File: src/rtl/rtor_pipe.sv
// Purpose: valid/ready pipeline computing f = a | ~b per bit, as ~a then NAND(b), plus optional register stages.
// Latency: 2 + EXTRA_STAGES cycles from input handshake to out_valid when nothing stalls.
// Backpressure: combinational ready chain with no skid buffers; empty stages always fill, and full stages hold.
module rtor_pipe #(
    parameter int WIDTH        = 8,
    parameter int EXTRA_STAGES = 0,
    localparam int N           = 2 + EXTRA_STAGES,
    localparam int OW          = $clog2(N + 1)
) (
    input  logic             clk,
    input  logic             rst,
    input  logic             flush,
    input  logic             in_valid,
    output logic             in_ready,
    input  logic [WIDTH-1:0] a,
    input  logic [WIDTH-1:0] b,
    output logic             out_valid,
    input  logic             out_ready,
    output logic [WIDTH-1:0] f,
    output logic [OW-1:0]    occupancy
);

    // Stage 1 holds ~a, and b1 travels beside it. Stage 2 onwards holds the result.
    logic [N:1]            vld;
    logic [N:1]            vld_nxt;
    logic [N:1]            rdy;
    logic [N:1][WIDTH-1:0] dat;
    logic [WIDTH-1:0]      b1;
    logic [OW-1:0]         occ_nxt;
    logic                  in_take;

    // A stage can take new content if the consumer takes, or if any stage at or below it is empty.
    always_comb begin
        logic full_tail;
        full_tail = 1'b1;
        rdy       = '0;
        for (int k = N; k >= 1; k--) begin
            full_tail = full_tail & vld[k];
            rdy[k]    = out_ready | ~full_tail;
        end
    end

    assign in_ready = ~rst & ~flush & rdy[1];
    assign in_take  = in_valid & in_ready;

    // Next valid bits: an advancing stage takes the upstream valid. Flush empties every stage.
    always_comb begin
        vld_nxt = vld;
        if (rdy[1]) begin
            vld_nxt[1] = in_take;
        end
        for (int k = 2; k <= N; k++) begin
            if (rdy[k]) begin
                vld_nxt[k] = vld[k-1];
            end
        end
        if (flush) begin
            vld_nxt = '0;
        end
    end

    // The occupancy register is loaded with the number of set next-state valid bits, so it follows vld exactly.
    always_comb begin
        occ_nxt = '0;
        for (int k = 1; k <= N; k++) begin
            occ_nxt = occ_nxt + OW'(vld_nxt[k]);
        end
    end

    // Stage registers: data moves only with a real item, and reset clears everything.
    always_ff @(posedge clk) begin
        if (rst) begin
            vld       <= '0;
            dat       <= '0;
            b1        <= '0;
            occupancy <= '0;
        end else begin
            vld       <= vld_nxt;
            occupancy <= occ_nxt;
            if (in_take) begin
                dat[1] <= ~a;
                b1     <= b;
            end
            if (rdy[2] && vld[1] && !flush) begin
                dat[2] <= ~(dat[1] & b1);
            end
            for (int k = 3; k <= N; k++) begin
                if (rdy[k] && vld[k-1] && !flush) begin
                    dat[k] <= dat[k-1];
                end
            end
        end
    end

    assign f         = dat[N];
    assign out_valid = vld[N];

endmodule

File: config.mk
export PLATFORM = sky130hd
export DESIGN_NAME = rtor_pipe
export DESIGN_NICKNAME = d
export VERILOG_FILES = /design/src/rtl/rtor_pipe.sv
export SDC_FILE = /design/constraint.sdc
export NUM_CORES = 1
export LEC_CHECK = 0
export ABC_AREA = 1
export CORE_AREA = 2 2 49 51
export CTS_BUF_LIST = sky130_fd_sc_hd__clkbuf_4 sky130_fd_sc_hd__clkbuf_8
export DETAILED_ROUTE_END_ITERATION = 10
export DIE_AREA = 0 0 51 53
export DONT_BUFFER_PORTS = 1
export PLACE_DENSITY = 0.86
export SYNTH_ARGS = -nofsm -noshare
export SYNTH_HDL_FRONTEND = slang
export SYNTH_SLANG_ARGS = --single-unit
File: constraint.sdc
create_clock -name clk -period 3.67 [get_ports clk]
set_input_delay 0.734 -clock clk [delete_from_list [all_inputs] [get_ports clk]]
set_output_delay 0.734 -clock clk [all_outputs]
set_load 0.05 [all_outputs]
==> flow_summary.yaml, run 1 <==
detailed_routing:
  drc_errors: 0
  wl_um: 2411
  first_pass_iters: 4
  wl_per_cell_um: 11.11
  drt_iter0_markers: 15
  ant_nets: 0
  via_per_inst: 4.954
  via_count: 1075
synthesis:
  synth_area_per_cell_um2: 6.803
  ys_seq_area_share_pct: 41.40
  synthArstFlopShare_pct: 0
  synthCells: 199
  synthesis.area_mm2: 0.001354
  yosysWarnings: 0
  yosysUniqueCellTypes: 18
  syn_nets: 221
  ys_ff_latch: 28
  synth-edff-count: 0
  synth_ff_type: "dfxtp_1"
power_and_ir_drop:
  p_comb_share_pct: 7.9
  clockPowerShare_pct: 35.1
  ir_drop_mv: 0.2575
  power_switching_share_pct: 22.56
  intPower_mw: 0.4419
  seqPwrFrac_pct: 57.0
  p_switching_mw: 0.1288
  power_density_mw_per_mm2: 423.1
  p_leak_nw: 0.6263
die:
  io_pins: 33
  start_util_pct: 63.02
  die_h_um: 53
  die_w_um: 51
  die_area_mm2: 0.002703
  core-area_mm2: 0.002148
  core.rowCount: 17
setup_path:
  crit_type: "input pin to output port"
  critPathLaunchType: "input pin"
  required_ns: 2.94
  end_kind: "output port"
  cp.arrival_ns: 1.59
  path_max_fanout: 18
clock_tree:
  cts_tree: "yes"
  path_clk_slew_ns: 0.15
  clock_latency_ns: 0.33
  cts.hold.buffers_added: 0
  htreeDepth: 1
  ctsResizeCount: 0
  cts_root_buf: "clkbuf_4"
  cts_made_buffers: 3
  cts_setup_buffers: 0
  clockBufferDepth: 2
  numClockSinks: 28
worst_hold_path:
  hold_path.class: "input pin to flop"
timing:
  finalSetupTns_ns: 0
  hold_violations: 0
  setup_violations: 0
  finClkSkew_ns: 0.01486
  period_share_pct: 63.26
  max_freq_ghz: 0.4307
  worstMarginPinSlew_ns: 0.5827
  whs_ns: 0.4396
  rsz0062_at_grt: "false"
  timing.final.max_slew_violations: 0
  worst_slack_ns: 1.348
  worst_slew_margin_rel_pct: 61.10
  period_minus_slack_ns: 2.322
placement:
  place_ws_ns: 1.361
  io_buffers: 0
  dpl.hpwl_um: 1736
  gp_congestion: 0.7944
cells_and_area:
  mostFrequentLayoutCells: "nand2_1, inv_1, dfxtp_1, nor2_1, nand4_1"
  drive_gt1_share_pct: 4.762
  final_common_cell: "nand2_1"
  area_growth_pct: -0.3699
  diodes: 0
  nets: 212
grt:
  grt_max_degree: 20
  grt_pass1_vias: 920
  grt_util_all_layers_pct: 19.27
  antenna_found_initial: 0
  grt_pass1_wl_um: 3801
  grt-ovfl-total: 0
flow_run:
  cap_violations: 0
run_status:
  outcome: "finished, final reports clean"
cells by family (layout without fill, tap and decap cells):
logic type                 after synthesis  after routing  share of synthesized area, %
adders and majority gates                1              1                        0.9241
AOI/OAI and AO/OA                       12             12                         4.529
DFF                                     28             28                         41.40
and+or+nand+nor                         97             97                         33.00
buffers and inverters                   61             51                         20.15
routing by layer:
metal / vias to the layer above / global-route usage [%] / part of all wire (%)
met4: 0 / 9.910 / 2.0
met1: 461 / 21.40 / 45
li1: 576 / - / -
met2: 33 / 34.63 / 46
met3: 5 / 3.955 / 6.3
met5: - / 0 / 0
per-stage QoR:
stage | total power [mW] | instances | area, µm² | util, %
finish | 0.5707 | 217 | 1349 | 62.78
global route | 0.5934 | 217 | 1349 | 62.78
detailed placement | 0.3769 | 213 | 1296 | 60.34
global placement | 0.3752 | 213 | 1296 | 60.34
floorplan | 0.3761 | 199 | 1354 | -
CTS | 0.5742 | 217 | 1349 | 62.78
flip-flops by register name, indices dropped and copies added, names as in the netlist:
| signal | flops |
|---|---|
| vld | 2 |
| f | 8 |
| occupancy | 2 |
| b1 | 8 |
| dat | 8 |
worst max-delay path, stage by stage:
cell and delay [ns]:
nor2_4 0.35, inv_1 0.11, a31oi_1 0.17, buf_4 0.22
cell usage after synthesis, types with 5 or more instances:
cell / instances / area (µm²)
nand2_1: 50 / 187.7
inv_1: 46 / 172.7
dfxtp_1: 28 / 560.5
nor2_1: 18 / 67.56
nand4_1: 16 / 100.1
a21oi_1: 11 / 55.05
buf_4: 8 / 60.06
nand3_1: 8 / 40.04
buf_2: 5 / 25.02
cell type report:
class | count | area, µm²
fill | 203 | 799.5
sequential | 28 | 560.5
multi-input combinational | 110 | 520.5
inverter | 46 | 172.7
tap | 28 | 35.03
clock inverter | 1 | 30.03
clock buffer | 3 | 22.52
timing repair buffer | 1 | 7.507
final timing paths:
check	from	to	slack (ns)	cells past startpoint
worst min register to register	b1[6]	b1[6]	0.52	4
worst max register to register	vld[2]	occupancy[0]	1.62	6
worst max-delay path	rst	in_ready	1.35	4
worst min-delay path	rst	f[3]	0.44	1
power groups by stage:
stage	Combinational (mW)	Clock [mW]	Sequential, mW
6_report	0.0450	0.200	0.326
5_1_grt	0.0530	0.213	0.327
4_1_cts	0.0451	0.204	0.326
3_5_place_dp	0.0448	0	0.332
3_3_place_gp	0.0434	0	0.332
2_1_floorplan	0.0491	0	0.327
Power figures use the tool's default switching activity.
==> inputs of run 2 (changes only) <==
--- a/config.mk
+++ b/config.mk
@@ -6,12 +6,12 @@
 export NUM_CORES = 1
 export LEC_CHECK = 0
 export ABC_AREA = 1
-export CORE_AREA = 2 2 49 51
+export CORE_AREA = 2 2 52 54
 export CTS_BUF_LIST = sky130_fd_sc_hd__clkbuf_4 sky130_fd_sc_hd__clkbuf_8
 export DETAILED_ROUTE_END_ITERATION = 10
-export DIE_AREA = 0 0 51 53
+export DIE_AREA = 0 0 54 56
 export DONT_BUFFER_PORTS = 1
-export PLACE_DENSITY = 0.86
+export PLACE_DENSITY = 0.8
 export SYNTH_ARGS = -nofsm -noshare
 export SYNTH_HDL_FRONTEND = slang
 export SYNTH_SLANG_ARGS = --single-unit
==> constraint.sdc (replaced) <==
create_clock -name clk -period 2 [get_ports clk]
set_input_delay 0.4 -clock clk [delete_from_list [all_inputs] [get_ports clk]]
set_output_delay 0.4 -clock clk [all_outputs]
set_load 0.05 [all_outputs]
==> run 2 against run 1 <==
  * Count of clock-buffer cells in the layout unchanged
  * Sequential cell count stayed put
  * Cell area up 2.3%
  * Total power up 84%
  * Sequential share of layout area is 0.94 points lower
  * Core utilization decreased by 6.0 points
  * Combinational power increased by 89%
  * Global-route usage fell by 1.4 points
  * Die area up 12%
  * Critical path type is now flop to output port
  * Largest power group unchanged
==> flow_summary.yaml, run 2 (same netlist as run 1, synthesis figures left out) <==
timing:
  worst_slack_ns: 0.5049
  hold_violations: 0
  period_minus_slack_ns: 1.495
  setup_violations: 0
  finClkSkew_ns: 0.006267
  finalSetupTns_ns: 0
  whs_ns: 0.1057
  max_freq_ghz: 0.6688
  worstMarginPinSlew_ns: 0.5082
  worst_slew_margin_rel_pct: 66.07
  rsz0062_at_grt: "false"
  timing.final.max_slew_violations: 0
  period_share_pct: 74.76
clock_tree:
  clock_latency_ns: 0.33
  cts_setup_buffers: 0
  cts.hold.buffers_added: 0
  htreeDepth: 1
  cts_tree: "yes"
  numClockSinks: 28
  path_clk_slew_ns: 0.15
  clockBufferDepth: 2
  cts_made_buffers: 3
  cts_root_buf: "clkbuf_4"
  ctsResizeCount: 0
die:
  io_pins: 33
  die_h_um: 56
  core.rowCount: 18
  start_util_pct: 55.66
  die_w_um: 54
  core-area_mm2: 0.002432
  die_area_mm2: 0.003024
cells_and_area:
  area_growth_pct: 1.941
  drive_gt1_share_pct: 6.771
  nets: 215
  diodes: 0
  stdcell_area_mm2: 0.001380
  mostFrequentLayoutCells: "nand2_1, inv_1, dfxtp_1, nor2_1, nand4_1"
  final_common_cell: "nand2_1"
  utilization_pct: 56.74
detailed_routing:
  wl_per_cell_um: 10.52
  wl_um: 2335
  via_count: 1075
  drc_errors: 0
  drt_iter0_markers: 7
  ant_nets: 0
  first_pass_iters: 4
  via_per_inst: 4.842
setup_path:
  path_max_fanout: 4
  cp_top_family: "flip-flops"
  max_stage_delay_ns: 0.38
  end_kind: "output port"
  critPathLaunchType: "flop"
  crit_type: "flop to output port"
  cp.arrival_ns: 1.10
  worst-path-stages: 2
  crit_chain: "a31oi_2, buf_4"
  slowest_stage: "dfxtp_1"
  required_ns: 1.60
  path_buf_inv: 1
  r2r_cells: 6
placement:
  postPlaceCellArea_mm2: 0.001328
  io_buffers: 0
  place_ws_ns: 0.5854
  dpl.hpwl_um: 1703
  gp_congestion: 0.7979
power_and_ir_drop:
  p_switching_mw: 0.2377
  ir_drop_mv: 0.4838
  power_switching_share_pct: 22.62
  intPower_mw: 0.8129
  clockPowerShare_pct: 35.1
  p_leak_nw: 0.6414
  power_density_mw_per_mm2: 761.2
  p_comb_share_pct: 8.1
  seqPwrFrac_pct: 56.8
worst_hold_path:
  hold_path.class: "input pin to flop"
  holdPathStages: 1
grt:
  use_met3_pct: 5.376
  antenna_found_initial: 0
  busiest_layer: "met2"
  grt-ovfl-total: 0
  grt_pass1_wl_um: 4153
  grt_util_all_layers_pct: 17.90
  grt_max_degree: 19
  grt_util_met2_pct: 29.44
  use_met1_pct: 22.06
  grt_pass1_vias: 1025
flow_run:
  cap_violations: 0
run_status:
  outcome: "finished, final reports clean"
==> run 2: cell count changes in the layout (fill, tap and decap cells not counted), sizes merged <==
cell	delta
buf	+3
==> run 2: through the flow <==
| step | total power [mW] | instances |
|---|---|---|
| global route | 1.101 | 222 |
| CTS | 1.057 | 222 |
| finish | 1.051 | 222 |
| detailed placement | 0.6946 | 218 |
| floorplan | 0.6909 | 199 |
| global placement | 0.6923 | 218 |
==> run 2: power groups by stage <==
| stage | clock network [mW] | logic, mW | registers (mW) |
|---|---|---|---|
| floorplan | 0 | 0.0909 | 0.600 |
| global placement | 0 | 0.0839 | 0.608 |
| detailed placement | 0 | 0.0855 | 0.609 |
| CTS | 0.374 | 0.0861 | 0.597 |
| global route | 0.400 | 0.101 | 0.599 |
| finish | 0.369 | 0.0849 | 0.597 |
==> run 2: worst register-to-register path, cell delays in order (launching register included) <==
cell and delay (ns):
dfxtp_1 0.44, nand3_2 0.15, nand3_4 0.19, a21oi_1 0.10, ha_1 0.29, inv_1 0.05, nor2_1 0.03
==> run 2: per-layer routing <==
| metal | part of all wire [%] | vias to the layer above | wire, µm |
|---|---|---|---|
| li1 | - | 578 | - |
| met1 | 48 | 466 | 1122 |
| met2 | 45 | 29 | 1049 |
| met3 | 6.3 | 2 | 146 |
| met4 | 0.69 | 0 | 16 |
| met5 | 0 | - | 0 |
==> run 2: worst paths after layout <==
check	start	end	slack (ns)
setup reg to reg	vld[2]	occupancy[0]	0.67
setup / recovery	vld[2]	in_ready	0.50
hold / removal	rst	f[2]	0.11
hold reg to reg	dat[4]	dat[4]	0.52
==> run 2: cell type report <==
cell class	instances	area [µm²]
Clock buffer	3	22.52
Clock inverter	1	30.03
Fill cell	254	1052
Inverter	46	172.7
Multi-Input combinational cell	110	526.8
Sequential cell	28	560.5
Tap cell	30	37.54
Timing Repair Buffer	4	30.03
==> inputs of run 3 (changes only) <==
==> config.mk (replaced) <==
export PLATFORM = sky130hd
export DESIGN_NAME = rtor_pipe
export DESIGN_NICKNAME = d
export VERILOG_FILES = /design/src/rtl/rtor_pipe.sv
export SDC_FILE = /design/constraint.sdc
export NUM_CORES = 1
export LEC_CHECK = 0
export ABC_AREA = 0
export CORE_AREA = 2 2 47 49
export CTS_BUF_LIST = sky130_fd_sc_hd__clkbuf_4 sky130_fd_sc_hd__clkbuf_8
export DETAILED_ROUTE_END_ITERATION = 10
export DIE_AREA = 0 0 49 51
export DONT_BUFFER_PORTS = 1
export PLACE_DENSITY = 0.83
export SYNTH_ARGS = -nofsm -noshare
export SYNTH_HDL_FRONTEND = slang
export SYNTH_SLANG_ARGS = --single-unit
==> constraint.sdc (replaced) <==
create_clock -name clk -period 1.44 [get_ports clk]
set_input_delay 0.288 -clock clk [delete_from_list [all_inputs] [get_ports clk]]
set_output_delay 0.288 -clock clk [all_outputs]
set_load 0.05 [all_outputs]
==> run 3 against run 2 <==
  * The run now ends with negative setup slack left
  * Cell area fell by 8.3%
  * Non-clock buffer count rose by 11
  * Sequential power rose by 40%
  * Critical endpoint unchanged
  * Largest cell class unchanged
  * Highest routed layer unchanged
==> flow_summary.yaml, run 3 <==
cells_and_area:
  diodes: 0
  utilization_pct: 61.31
  final_common_cell: "dfxtp_1"
  drive_gt1_share_pct: 27.87
  finalNonFillerCells: 150
  nets: 145
  stdcell_area_mm2: 0.001265
  area_growth_pct: 5.203
  mostFrequentLayoutCells: "dfxtp_1, a21oi_1, buf_4"
setup_path:
  path_buf_inv: 1
  r2r_cells: 5
  slowest_stage: "dfxtp_2"
  required_ns: 1.15
  cp_top_family: "simple AND/OR/NAND/NOR gates"
  worst-path-stages: 3
  crit_type: "flop to output port"
  cp.arrival_ns: 1.25
  max_stage_delay_ns: 0.37
  r2r-end: "occupancy[0]"
  critPathLaunchType: "flop"
  crit_chain: "and3b_1, nor3_4, buf_12"
  r2r_start: "vld[1]"
  end_kind: "output port"
  rrSetupSlack_ns: 0.17
  path_max_fanout: 4
detailed_routing:
  drt_iter0_markers: 22
  wl_per_cell_um: 15.87
  via_per_inst: 6.107
  first_pass_iters: 4
  ant_nets: 0
  drc_errors: 0
  wl_um: 2381
  via_count: 916
clock_tree:
  clockBufferDepth: 2
  numClockSinks: 28
  clock_latency_ns: 0.33
  cts_root_buf: "clkbuf_4"
  path_clk_slew_ns: 0.15
  cts_made_buffers: 3
  cts_tree: "yes"
  htreeDepth: 1
power_and_ir_drop:
  p_total_mw: 1.365
  power_density_mw_per_mm2: 1079
  ir_drop_mv: 0.9197
  p_leak_nw: 0.4650
worst_hold_path:
  hold_path.class: "input pin to flop"
  holdPathStages: 1
  hp-start: "rst"
  min_to: "dat[4]"
synthesis:
  synthCells: 121
  synth_area_per_cell_um2: 9.937
  synthAdderAreaFrac_pct: 1.041
  synthArstFlopShare_pct: 0
  synth_commonest_cells: "dfxtp_1, a21oi_1, buf_4"
  synth_compound_area_share_pct: 24.14
  synth_ff_type: "dfxtp_1"
  syn_nets: 143
  synth-edff-count: 0
  synth_area_leaders: "dfxtp_1, a21oi_1, a311oi_1, o21ai_2, buf_4"
  synth-xor-area-share_pct: 0
  synth_top_family_by_area: "compound AO/OA/AOI/OAI gates"
  synthesis.area_mm2: 0.001202
  ys_seq_area_share_pct: 46.62
  synthSimpleGateAreaFrac_pct: 15.40
  synthMuxAreaShare_pct: 0
  ys_ff_latch: 28
  yosysWarnings: 0
  synth_top_area_share_pct: 46.62
  yosysMostFrequentCell: "dfxtp_1"
  synth_top_area_cell: "dfxtp_1"
  yosysUniqueCellTypes: 26
die:
  io_pins: 33
  core.rowCount: 17
  core-area_mm2: 0.002063
  die_h_um: 51
  die_w_um: 49
  start_util_pct: 58.28
  die_area_mm2: 0.002499
run_status:
  outcome: "finished with violations"
  violations: "negative setup slack"
timing:
  worst_slack_ns: -0.09399
  timing.final.max_slew_violations: 0
  worst_slew_margin_rel_pct: 68.23
  period_share_pct: 106.5
  rsz0062_at_grt: "true"
  whs_ns: 0.001089
  worstMarginPinSlew_ns: 0.4759
  setup_violations: 1
  max_freq_ghz: 0.6519
  period_minus_slack_ns: 1.534
  hold_violations: 0
  finClkSkew_ns: 0.007187
grt:
  grt_pass1_wl_um: 3712
  grt-ovfl-total: 0
  grt_max_degree: 24
  grt_util_all_layers_pct: 19.51
  grt_pass1_vias: 801
  antenna_found_initial: 0
placement:
  gp_congestion: 0.7281
  io_buffers: 0
  place_inst: 145
  postPlaceCellArea_mm2: 0.001217
  dpl.hpwl_um: 1673
flow_run:
  cap_violations: 0
## run 3: cell count changes after synthesis, sizes merged, moves of 2 or more
| cell | delta |
|---|---|
| a311oi | +8 |
| nand4 | -16 |
| nor3 | +3 |
| o21ai | +8 |
| nand3 | -2 |
| clkbuf | +2 |
| a211oi | +8 |
| inv | -45 |
| a21oi | +5 |
| nand2 | -42 |
| nor2b | +4 |
| nor2 | -16 |
## run 3: layout make-up
class                           count  area (µm²)
Multi-Input combinational cell     74       499.2
Tap cell                           28       35.03
Fill cell                         178       798.3
Sequential cell                    28       563.0
Clock buffer                        4       36.28
Inverter                            1       3.754
Timing Repair Buffer               15       127.6
## run 3: worst max path at each step
stage | from | end
CTS | vld[1] | in_ready
finish | vld[1] | in_ready
floorplan | flush | occupancy[0]
global route | vld[1] | in_ready
global placement | vld[1] | occupancy[0]
detailed placement | vld[1] | occupancy[0]
## run 3: through the flow
step | setup TNS [ns] | setup WS [ns]
after floorplan | -0.03698 | -0.03698
after global placement | 0 | 0.2354
after detailed placement | 0 | 0.1722
after CTS | -0.08044 | -0.08044
after global routing | -0.1315 | -0.1315
final | -0.09399 | -0.09399
## run 3: kinds of logic (layout without fill, tap and decap cells)
logic type	after synthesis	after routing
compound gates	40	40
fa+ha+maj	1	1
buf+inv	19	20
flops	28	28
simple gates	33	33
## run 3: what timing repair did
action,CTS,global route
endpoints found under the setup margin,1,1
hold buffers,0,1
resized for setup,1,0
buffers inserted,0,0
pin swaps,0,0
endpoints found under the hold margin,0,4
## run 3: per-layer routing
metal,vias to the layer above,track usage [%],part of all wire (%)
met5,-,0,0
met4,0,7.143,1.5
met3,8,4.094,9.4
met2,45,31.28,48
met1,429,26.18,41
li1,434,-,-
## run 3: report_power, final
group          internal (mW)  switching, mW
Clock                  0.155          0.232
Combinational         0.0589         0.0857
Sequential             0.810         0.0240
## run 3: worst register-to-register path: stages (launching register included)
cell     delay [ns]
dfxtp_2        0.39
and3b_1        0.26
nor2_1         0.07
nor2_1         0.10
ha_1           0.23
nor2b_1        0.12
